$ cat config.mk
export PLATFORM = sky130hd
export DESIGN_NAME = display_pattern_gen
export DESIGN_NICKNAME = d
export VERILOG_FILES = /design/src/rtl/display_pkg.sv /design/src/rtl/display_pixel_counter.sv /design/src/rtl/display_pattern_gen.sv
export SDC_FILE = /design/constraint.sdc
export NUM_CORES = 1
export LEC_CHECK = 0
export ABC_CLOCK_PERIOD_IN_PS = 4900
export CORE_ASPECT_RATIO = 1.5
export CORE_MARGIN = 5
export CORE_UTILIZATION = 25
export DETAILED_ROUTE_END_ITERATION = 8
export SLEW_MARGIN = 20
export SYNTH_ARGS = -nofsm -noshare
export SYNTH_HDL_FRONTEND = slang
export SYNTH_SLANG_ARGS = --single-unit
$ cat constraint.sdc
create_clock -name clk -period 4.9 [get_ports clk]
set_clock_uncertainty 0.2 [all_clocks]
set_input_delay 0.98 -clock clk [delete_from_list [all_inputs] [get_ports clk]]
set_output_delay 0.98 -clock clk [all_outputs]
set_load 0.1 [all_outputs]
$ cat src/rtl/display_pkg.sv
// display_pkg: types and constants shared by the colour-bar pattern generator.
package display_pkg;

  localparam int RGB_W = 24;

  typedef enum logic {
    IDLE   = 1'b0,
    ACTIVE = 1'b1
  } state_e;

  // Bar colours left to right, {R,G,B}: white, yellow, cyan, green,
  // magenta, red, blue, black.
  localparam logic [RGB_W-1:0] BAR_COLORS [8] = '{
    24'hFFFFFF, 24'hFFFF00, 24'h00FFFF, 24'h00FF00,
    24'hFF00FF, 24'hFF0000, 24'h0000FF, 24'h000000
  };

endpackage

$ cat src/rtl/display_pixel_counter.sv
// display_pixel_counter: raster position of the beat currently presented.
// x/y walk the active frame; the bar index steps every H_ACTIVE/8 pixels,
// timed by a bar-pixel counter so no divider is needed. All counters wrap
// to zero after the last pixel, so they rest at the frame origin between
// frames.
module display_pixel_counter #(
  parameter int H_ACTIVE = 640,
  parameter int V_ACTIVE = 480
) (
  input  logic       clk,
  input  logic       reset_n,
  input  logic       advance_i,
  output logic [2:0] bar_nxt_o,
  output logic       first_pixel_o,
  output logic       last_x_o,
  output logic       last_y_o,
  output logic       last_pixel_o
);

  localparam int BAR_LEN = H_ACTIVE / 8;
  localparam int X_W     = $clog2(H_ACTIVE);
  localparam int Y_W     = (V_ACTIVE > 1) ? $clog2(V_ACTIVE) : 1;
  localparam int P_W     = (BAR_LEN > 1) ? $clog2(BAR_LEN) : 1;

  logic [X_W-1:0] x_q, x_d;
  logic [Y_W-1:0] y_q, y_d;
  logic [2:0]     bar_q, bar_d;
  logic [P_W-1:0] bpix_q, bpix_d;
  logic           last_bpix;

  assign last_x_o      = (x_q == X_W'(H_ACTIVE - 1));
  assign last_y_o      = (y_q == Y_W'(V_ACTIVE - 1));
  assign last_bpix     = (bpix_q == P_W'(BAR_LEN - 1));
  assign last_pixel_o  = last_x_o & last_y_o;
  assign first_pixel_o = (x_q == '0) && (y_q == '0);
  assign bar_nxt_o     = bar_d;

  // Next raster position: hold unless a beat transfers.
  always_comb begin
    // NOTE: every signal assigned here gets a default first so no path
    // leaves it unassigned, which would otherwise infer a latch.
    x_d    = x_q;
    y_d    = y_q;
    bar_d  = bar_q;
    bpix_d = bpix_q;
    if (advance_i) begin
      if (last_x_o) begin
        x_d    = '0;
        bar_d  = '0;
        bpix_d = '0;
        y_d    = last_y_o ? '0 : y_q + Y_W'(1);
      end else begin
        x_d = x_q + X_W'(1);
        if (last_bpix) begin
          bpix_d = '0;
          bar_d  = bar_q + 3'd1;
        end else begin
          bpix_d = bpix_q + P_W'(1);
        end
      end
    end
  end

  // Position registers.
  always_ff @(posedge clk or negedge reset_n) begin
    // NOTE: sequential state uses non-blocking assignments so every flop
    // samples the pre-edge values regardless of statement order.
    if (!reset_n) begin
      x_q    <= '0;
      y_q    <= '0;
      bar_q  <= '0;
      bpix_q <= '0;
    end else begin
      x_q    <= x_d;
      y_q    <= y_d;
      bar_q  <= bar_d;
      bpix_q <= bpix_d;
    end
  end

endmodule

$ cat src/rtl/display_pattern_gen.sv
// display_pattern_gen: streams whole frames of an 8-bar RGB888 colour-bar
// pattern on an Avalon-ST source while en is high. Streaming only stops on
// a frame boundary, so the sink never sees a truncated frame.
// Optional build macro DISPLAY_PATTERN_FRAME_CNT_EN adds a 16-bit count of
// completed frames (frame_cnt) with a synchronous clear (frame_cnt_clr).
module display_pattern_gen
  import display_pkg::*;
#(
  parameter int H_ACTIVE = 640,  // multiple of 8, at least 8
  parameter int V_ACTIVE = 480   // at least 1
) (
  input  logic             clk,
  input  logic             reset_n,
  input  logic             en,
  input  logic             src_ready,
  output logic             src_valid,
  output logic [RGB_W-1:0] src_data,
  output logic             src_sop,
  output logic             src_eop,
`ifdef DISPLAY_PATTERN_FRAME_CNT_EN
  input  logic             frame_cnt_clr,
  output logic [15:0]      frame_cnt,
`endif
  output logic             busy
);

  state_e           state_q, state_d;
  logic [RGB_W-1:0] data_q, data_d;
  logic [2:0]       bar_nxt;
  logic             first_pixel;
  logic             last_x;
  logic             last_y;
  logic             last_pixel;
  logic             xfer;
  logic             frame_done;

  // A beat moves whenever we present one and the sink accepts it.
  assign xfer       = (state_q == ACTIVE) && src_ready;
  assign frame_done = xfer & last_x & last_y;

  display_pixel_counter #(
    .H_ACTIVE (H_ACTIVE),
    .V_ACTIVE (V_ACTIVE)
  ) u_pixel_counter (
    .clk           (clk),
    .reset_n       (reset_n),
    .advance_i     (xfer),
    .bar_nxt_o     (bar_nxt),
    .first_pixel_o (first_pixel),
    .last_x_o      (last_x),
    .last_y_o      (last_y),
    .last_pixel_o  (last_pixel)
  );

  // Next state and next pixel; en is only looked at in IDLE and on the
  // final beat of a frame, so dropping it mid-frame has no effect.
  always_comb begin
    state_d = state_q;
    unique case (state_q)
      IDLE:    if (en) state_d = ACTIVE;
      ACTIVE:  if (frame_done && !en) state_d = IDLE;
      default: state_d = IDLE;
    endcase
    data_d = (state_d == ACTIVE) ? BAR_COLORS[bar_nxt] : '0;
  end

  // State and registered pixel data; data only changes with the beat.
  always_ff @(posedge clk or negedge reset_n) begin
    if (!reset_n) begin
      state_q <= IDLE;
      data_q  <= '0;
    end else begin
      state_q <= state_d;
      data_q  <= data_d;
    end
  end

  // Counters sit on the beat being presented, so the markers are stable
  // through stalls and fall straight to zero with the state on reset.
  assign busy      = (state_q == ACTIVE);
  assign src_valid = busy;
  assign src_data  = data_q;
  assign src_sop   = busy & first_pixel;
  assign src_eop   = busy & last_pixel;

`ifdef DISPLAY_PATTERN_FRAME_CNT_EN
  logic [15:0] frame_cnt_q;

  // Completed-frame counter; a clear beats a coincident increment.
  always_ff @(posedge clk or negedge reset_n) begin
    if (!reset_n) begin
      frame_cnt_q <= '0;
    end else if (frame_cnt_clr) begin
      frame_cnt_q <= '0;
    end else if (frame_done) begin
      frame_cnt_q <= frame_cnt_q + 16'd1;
    end
  end

  assign frame_cnt = frame_cnt_q;
`endif

endmodule

==> results by group, run 1 <==
Die
  • Initial core utilization: 25.82%
  • Die Ht: 116.5 um
  • Die area: 9437 um^2
  • Die width: 81.01 um
  • Cell Rows: 38
  • # IOs: 32
  • Core footprint: 7322 um^2

Clock network
  • Clock tree buffer depth: 2
  • Clk sink count: 33
  • Post-CTS sizing: 0
  • Setup Buffers After CTS: 0
  • CTS tree: built
  • TritonCTS Buffers: 5
  • Clock Pin Slew Worst Setup and Hold Paths: 0.07 ns
  • Clock Tree Root: clkbuf_8
  • Cts hold-fix bufs: 0
  • H-tree levels: 2
  • Worst-Skew Late Latency: 0.28 ns

Route
  • Vias/cell: 4.465
  • DR vias: 1353
  • DRC Markers: 0
  • Initial drt markers: 25
  • Routed Antenna Nets: 0
  • Routed wire per std cell: 12.64 um
  • Final wirelength: 3.830 mm
  • First-pass DRT Iterations: 4

Global route
  • Initial antenna violation count: 0
  • First-pass GRT wire length: 6.396 mm
  • Largest net degree at the start of global routing: 26
  • All-Layer GR Usage: 8.699%
  • Number of global-route vias before repair: 1309
  • Final global-route overflow total: 0

Logic synthesis
  • Main flop type after synthesis: dfrtp_1
  • Syn Nets: 201
  • Synth Cell Area: 1891 um^2
  • Seq cells post-synth: 33
  • Syn. warnings: 0
  • EDFF count, synth: 0
  • Syn Inst Count: 191
  • Ys async rst share: 100.0%
  • Netlist cell types: 45
  • Syn_area_per_cell: 9.898 um^2
  • Sequential area share after synthesis: 43.68%

Timing
  • Max transition margin: 34.43%
  • Final setup vio count: 0
  • RSZ-0062 raised after global routing: no
  • Worst setup margin: 1.586 ns
  • FMAX: 301.7 MHz
  • Tmin final: 3.314 ns
  • Setup TNS: 0 ns
  • Slew Limit Fails: 0
  • Worst slew pin tran: 0.9805 ns
  • Final hold vios: 0
  • Crit share post-route: 67.64%

Cells and area
  • Layout cells sized above 1: 9.852%
  • Multi-input combinational cell area: 828.3 um^2
  • Fin nets: 212
  • Number of fillers in the final layout: 801
  • Ant diodes: 0
  • Synthesis-to-layout area growth: 16.55%
  • Most common cell after layout, fill and taps aside: dfrtp_1
  • Post-layout util: 30.09%
  • Reg area: 825.8 um^2
  • Most frequent cells in the layout: dfrtp_1, clkdlybuf4s50_1, nand2_1, nor2_1

Placement
  • Placer Congestion: 0.7750
  • PortBufs: 31
  • Dpl ws: 1.770 ns
  • Post-DP HPWL: 2.803 mm

Power
  • Tot Pwr: 699.8 uW
  • Peak supply drop: 0.1744 mV
  • Static leakage: 0.0009290 uW
  • Pwr/cell area: 317.6 nW/um^2

Critical path
  • Critical Path AT: 2.13 ns
  • R2R cell count: 5
  • CP Launch Type: register
  • Critical Path RT: 3.72 ns
  • CP Capture Type: primary output
  • Max Fanout on Critical Path: 6
  • Critical path type: register to primary output

Min path
  • Hold path depth: 1
  • Hold crit path type: register to register

Outcome
  • Status: finished clean

Run
  • MaxCap Viol Count: 0
==> cell families after synthesis <==
group / share of synthesized area (%)
XOR/XNOR: 6.486
AO/OA/AOI/OAI: 10.26
AND/OR/NAND/NOR: 21.97
flip-flops: 43.68
multiplexers: 1.125
buffers and inverters: 12.51
adder cells (fa/ha/maj): 3.971
==> worst paths after layout <==
| kind | from | endpoint | slack, ns |
|---|---|---|---|
| max | u_pixel_counter.y_q[0] | src_eop | 1.59 |
| min | u_pixel_counter.x_q[8] | u_pixel_counter.x_q[8] | 0.30 |
| max reg2reg | u_pixel_counter.x_q[0] | u_pixel_counter.y_q[8] | 2.70 |
| min reg2reg | u_pixel_counter.x_q[8] | u_pixel_counter.x_q[8] | 0.30 |
| max in group asynchronous | reset_n | u_pixel_counter.bpix_q[1] | 3.47 |
| min in group asynchronous | reset_n | src_data[22] | 0.48 |
==> metal layers <==
metal / part of all wire (%) / routed length [um] / track usage (%)
met1: 46 / 1766 / 10.49
met2: 50 / 1903 / 14.76
met3: 2.5 / 96 / 1.698
met4: 1.7 / 64 / 4.059
met5: 0 / 0 / 0
==> cell usage after synthesis (2+ instances only) <==
cell type | instances | area share [%]
dfrtp_1 | 33 | 44
buf_4 | 23 | 9.1
nand2_1 | 14 | 2.8
nor2_1 | 11 | 2.2
inv_1 | 9 | 1.8
nand3_1 | 9 | 2.4
xor2_1 | 8 | 3.7
nand4_1 | 7 | 2.3
o21ai_0 | 7 | 1.9
ha_1 | 6 | 4.0
xnor2_1 | 6 | 2.8
o31ai_1 | 5 | 2.0
a21oi_1 | 4 | 1.1
nor3_1 | 4 | 1.1
and3_1 | 3 | 0.99
nor4_1 | 3 | 0.99
o21a_1 | 3 | 1.2
or3_1 | 3 | 0.99
a22o_1 | 2 | 0.93
a31oi_1 | 2 | 0.66
and4_1 | 2 | 0.93
buf_2 | 2 | 0.53
nand4_2 | 2 | 1.3
o21ai_1 | 2 | 0.53
==> per-stage QoR <==
step / hold slack [ns] / cells / instance area [um^2]
global placement: 0.2925 / 295 / 2126
detailed placement: 0.2971 / 295 / 2121
CTS: 0.3086 / 303 / 2203
finish: 0.2987 / 303 / 2203
floorplan: 0.2634 / 191 / 1891
global route: 0.3282 / 303 / 2203
==> worst max-delay path: stages, from the launching register on <==
cell     delay (ns)
dfrtp_1        0.40
ha_1           0.24
nand4_2        0.16
or3_1          0.51
nor3_1         0.21
buf_4          0.33
==> final cells by class <==
cell class                      instances  share of cell area [%]
Clock inverter                          2                  0.4543
Multi-Input combinational cell        121                   37.59
Timing Repair Buffer                   32                   13.97
Tap cell                              100                   5.679
Sequential cell                        33                   37.48
Inverter                                9                   1.533
Clock buffer                            6                   3.294
==> power by group <==
group | leakage (uW) | internal [uW] | total, uW | switching (uW)
clock | 0.0000450 | 98.4 | 199 | 100
sequential | 0.000400 | 316 | 369 | 52.5
combinational | 0.000484 | 61.4 | 132 | 71.0
==> sequential cells by signal, indices dropped and copies added, names as in the netlist <==
register	count
u_pixel_counter.bar_q	3
u_pixel_counter.x_q	10
src_data	3
u_pixel_counter.bpix_q	7
u_pixel_counter.y_q	9
busy	1
No activity file was read; power rests on OpenSTA's default activity.
==> run 2, diff against run 1 <==
--- a/config.mk
+++ b/config.mk
@@ -5,7 +5,7 @@
 export SDC_FILE = /design/constraint.sdc
 export NUM_CORES = 1
 export LEC_CHECK = 0
-export ABC_CLOCK_PERIOD_IN_PS = 4900
+export ABC_CLOCK_PERIOD_IN_PS = 3000
 export CORE_ASPECT_RATIO = 1.5
 export CORE_MARGIN = 5
 export CORE_UTILIZATION = 25
==> constraint.sdc (replaced) <==
create_clock -name clk -period 3 [get_ports clk]
set_clock_uncertainty 0.2 [all_clocks]
set_input_delay 0.6 -clock clk [delete_from_list [all_inputs] [get_ports clk]]
set_output_delay 0.6 -clock clk [all_outputs]
set_load 0.1 [all_outputs]
==> run 2 against run 1 <==
Effect of this change:
- critical path depth unchanged
- count of clock-buffer cells in the layout down 1
- power up 90%
- highest routed layer unchanged
- critical path type unchanged
==> results by group, run 2 (synthesis gave the netlist of run 1 again) <==
Global route
  • Initial antenna violation count: 0 (unchanged)
  • All-Layer GR Usage: 9.607% (was 8.699%)
  • Grt met1 use: 10.87% (was 10.49%)
  • Largest net degree at the start of global routing: 34 (was 26)
  • GR Layer Usage met3: 2.392% (was 1.698%)
  • Global routing's busiest layer: met2 (unchanged)
  • Met2 usage: 16.07% (was 14.76%)
  • Final global-route overflow total: 0 (unchanged)
  • Number of global-route vias before repair: 1441 (was 1309)
  • First-pass GRT wire length: 6.886 mm (was 6.396 mm)

Route
  • DR vias: 1429 (was 1353)
  • Routed wire per std cell: 13.34 um (was 12.64 um)
  • Routed Antenna Nets: 0 (unchanged)
  • Initial drt markers: 34 (was 25)
  • Final wirelength: 4.083 mm (was 3.830 mm)
  • Vias/cell: 4.670 (was 4.465)
  • First-pass DRT Iterations: 4 (unchanged)
  • DRC Markers: 0 (unchanged)

Clock network
  • Clk sink count: 33 (unchanged)
  • Clock tree buffer depth: 2 (unchanged)
  • CTS tree: built (unchanged)
  • H-tree levels: 2 (unchanged)
  • Clock Tree Root: clkbuf_8 (unchanged)
  • Setup Buffers After CTS: 0 (unchanged)
  • TritonCTS Buffers: 5 (unchanged)
  • Clock Pin Slew Worst Setup and Hold Paths: 0.07 ns (about the same)
  • Worst-Skew Late Latency: 0.28 ns (about the same)

Cells and area
  • Multi-input combinational cell area: 845.8 um^2 (was 828.3 um^2)
  • Reg area: 827.0 um^2 (was 825.8 um^2)
  • Ant diodes: 0 (unchanged)
  • Number of fillers in the final layout: 767 (was 801)
  • Most common cell after layout, fill and taps aside: dfrtp_1 (unchanged)
  • Post-Layout Inst Area: 2265 um^2 (was 2203 um^2)
  • Layout cells sized above 1: 25.24% (was 9.852%)
  • Number of flip-flops under the largest register name: 10 (unchanged)
  • Synthesis-to-layout area growth: 19.79% (was 16.55%)
  • Fin nets: 215 (was 212)
  • Most frequent cells in the layout: dfrtp_1, buf_4, nand2_1, nor2_1 (was dfrtp_1, clkdlybuf4s50_1, nand2_1, nor2_1)
  • Largest Register: u_pixel_counter.x_q (unchanged)
  • Largest regs: u_pixel_counter.x_q x10, u_pixel_counter.y_q x9, u_pixel_counter.bpix_q x7 (unchanged)

Timing
  • Slew Limit Fails: 0 (unchanged)
  • Final setup vio count: 0 (unchanged)
  • Tmin final: 2.825 ns
  • Worst setup margin: 0.1747 ns (was 1.586 ns)
  • Max transition margin: 71.65% (was 34.43%)
  • FMAX: 353.9 MHz
  • Worst slew pin tran: 0.4253 ns (was 0.9805 ns)
  • Crit share post-route: 94.18%
  • Final hold vios: 0 (unchanged)
  • Setup TNS: 0 ns (unchanged)

Outcome
  • Status: finished clean (unchanged)

Critical path
  • Critical R2R Capture: src_data[15] (was u_pixel_counter.y_q[8])
  • CP Capture Type: primary output (unchanged)
  • Critical Path RT: 2.20 ns (was 3.72 ns)
  • Critical path type: register to primary output (unchanged)
  • CP Launch Type: register (unchanged)
  • Reg-to-reg critical path startpoint: u_pixel_counter.y_q[0] (was u_pixel_counter.x_q[0])
  • Max Fanout on Critical Path: 6 (unchanged)
  • R2R cell count: 5 (unchanged)
  • R2r setup slk: 0.89 ns (was 2.70 ns)
  • Critical Path AT: 2.03 ns (was 2.13 ns)

Power
  • Pwr/cell area: 586.7 nW/um^2 (was 317.6 nW/um^2)
  • Gate power share: 16.5% (was 18.9%)
  • Internal power: 953.1 uW (was 475.9 uW)
  • Reg power frac: 45.5% (was 52.7%)
  • Net switching power: 375.6 uW (was 224.0 uW)
  • Clock power frac: 38.0% (was 28.4%)
  • Static leakage: 0.0009655 uW (was 0.0009290 uW)
  • Sw Ratio: 28.27% (was 32.00%)
  • Peak supply drop: 0.2270 mV (was 0.1744 mV)

Die
  • Core footprint: 7322 um^2 (unchanged)
  • Die area: 9437 um^2 (unchanged)
  • Die Ht: 116.5 um (unchanged)
  • # IOs: 32 (unchanged)
  • Die width: 81.01 um (unchanged)
  • Initial core utilization: 25.82% (unchanged)
  • Cell Rows: 38 (unchanged)

Run
  • MaxCap Viol Count: 0 (unchanged)

Min path
  • Hold crit path type: register to register (unchanged)
  • Hold path depth: 2 (was 1)
  • Hold Path End: u_pixel_counter.bar_q[2] (was u_pixel_counter.x_q[8])
  • Min-delay src: u_pixel_counter.bar_q[2] (was u_pixel_counter.x_q[8])

Placement
  • Dpl cell area: 2120 um^2 (was 2121 um^2)
  • Dpl ws: 0.4322 ns (was 1.770 ns)
  • Placer Congestion: 0.8817 (was 0.7750)
  • PortBufs: 31 (unchanged)
  • Post-DP HPWL: 2.984 mm (was 2.803 mm)
[run 2: critical path, cell delays in order, from the launching register on]
cell and delay [ns]:
dfrtp_1 0.40, ha_1 0.24, nand4_2 0.15, or3_1 0.52, nor3_4 0.22, buf_12 0.21
[run 2: worst max-delay path by stage]
stage	from	to	slack, ns
2_1_floorplan	busy	src_sop	0.11
3_3_place_gp	src_ready	src_data[15]	0.40
3_5_place_dp	src_ready	src_data[15]	0.43
4_1_cts	u_pixel_counter.x_q[0]	src_sop	0.11
5_1_grt	u_pixel_counter.x_q[0]	src_sop	-0.02
6_report	u_pixel_counter.y_q[0]	src_eop	0.17
[run 2: what timing repair did]
item | CTS | global route
setup endpoints to repair | 0 | 1
resized for setup | 0 | 2
hold buffers | 0 | 0
[run 2: per-layer routing]
layer  share of wire, %  wire [um]
met5                  0          0
met4                3.9        161
met3                4.8        194
met2                 50       2059
met1                 41       1667
[run 2: through the flow]
stage                     hold WS, ns  util, %  power [uW]  cells
after floorplan                0.1044        -       759.1    191
after global placement         0.2883    28.95       823.4    298
after detailed placement       0.3080    28.95       828.8    298
after CTS                      0.3311    30.83        1345    306
after global routing           0.3557    30.93        1411    306
final                          0.3303    30.93        1329    306
[run 2: area by class of cell]
cell class	count	area share, %
timing repair buffer	35	13.04
tap	100	5.525
clock inverter	3	3.039
inverter	9	1.492
multi-input combinational	121	37.35
clock buffer	5	3.039
sequential	33	36.52
[run 2: power by group through the flow]
stage          Clock [uW]  Combinational [uW]  Sequential [uW]
2_1_floorplan           0                 170              589
3_3_place_gp            0                 215              609
3_5_place_dp            0                 220              609
4_1_cts               520                 221              603
5_1_grt               547                 247              617
6_report              505                 219              604
==> run 3, diff against run 2 <==
--- a/config.mk
+++ b/config.mk
@@ -10,6 +10,7 @@
 export CORE_MARGIN = 5
 export CORE_UTILIZATION = 25
 export DETAILED_ROUTE_END_ITERATION = 8
+export SKIP_CTS_REPAIR_TIMING = 1
 export SLEW_MARGIN = 20
 export SYNTH_ARGS = -nofsm -noshare
 export SYNTH_HDL_FRONTEND = slang
==> results of run 3 <==
The final DEF is identical to that of run 2; final timing and power are the same.
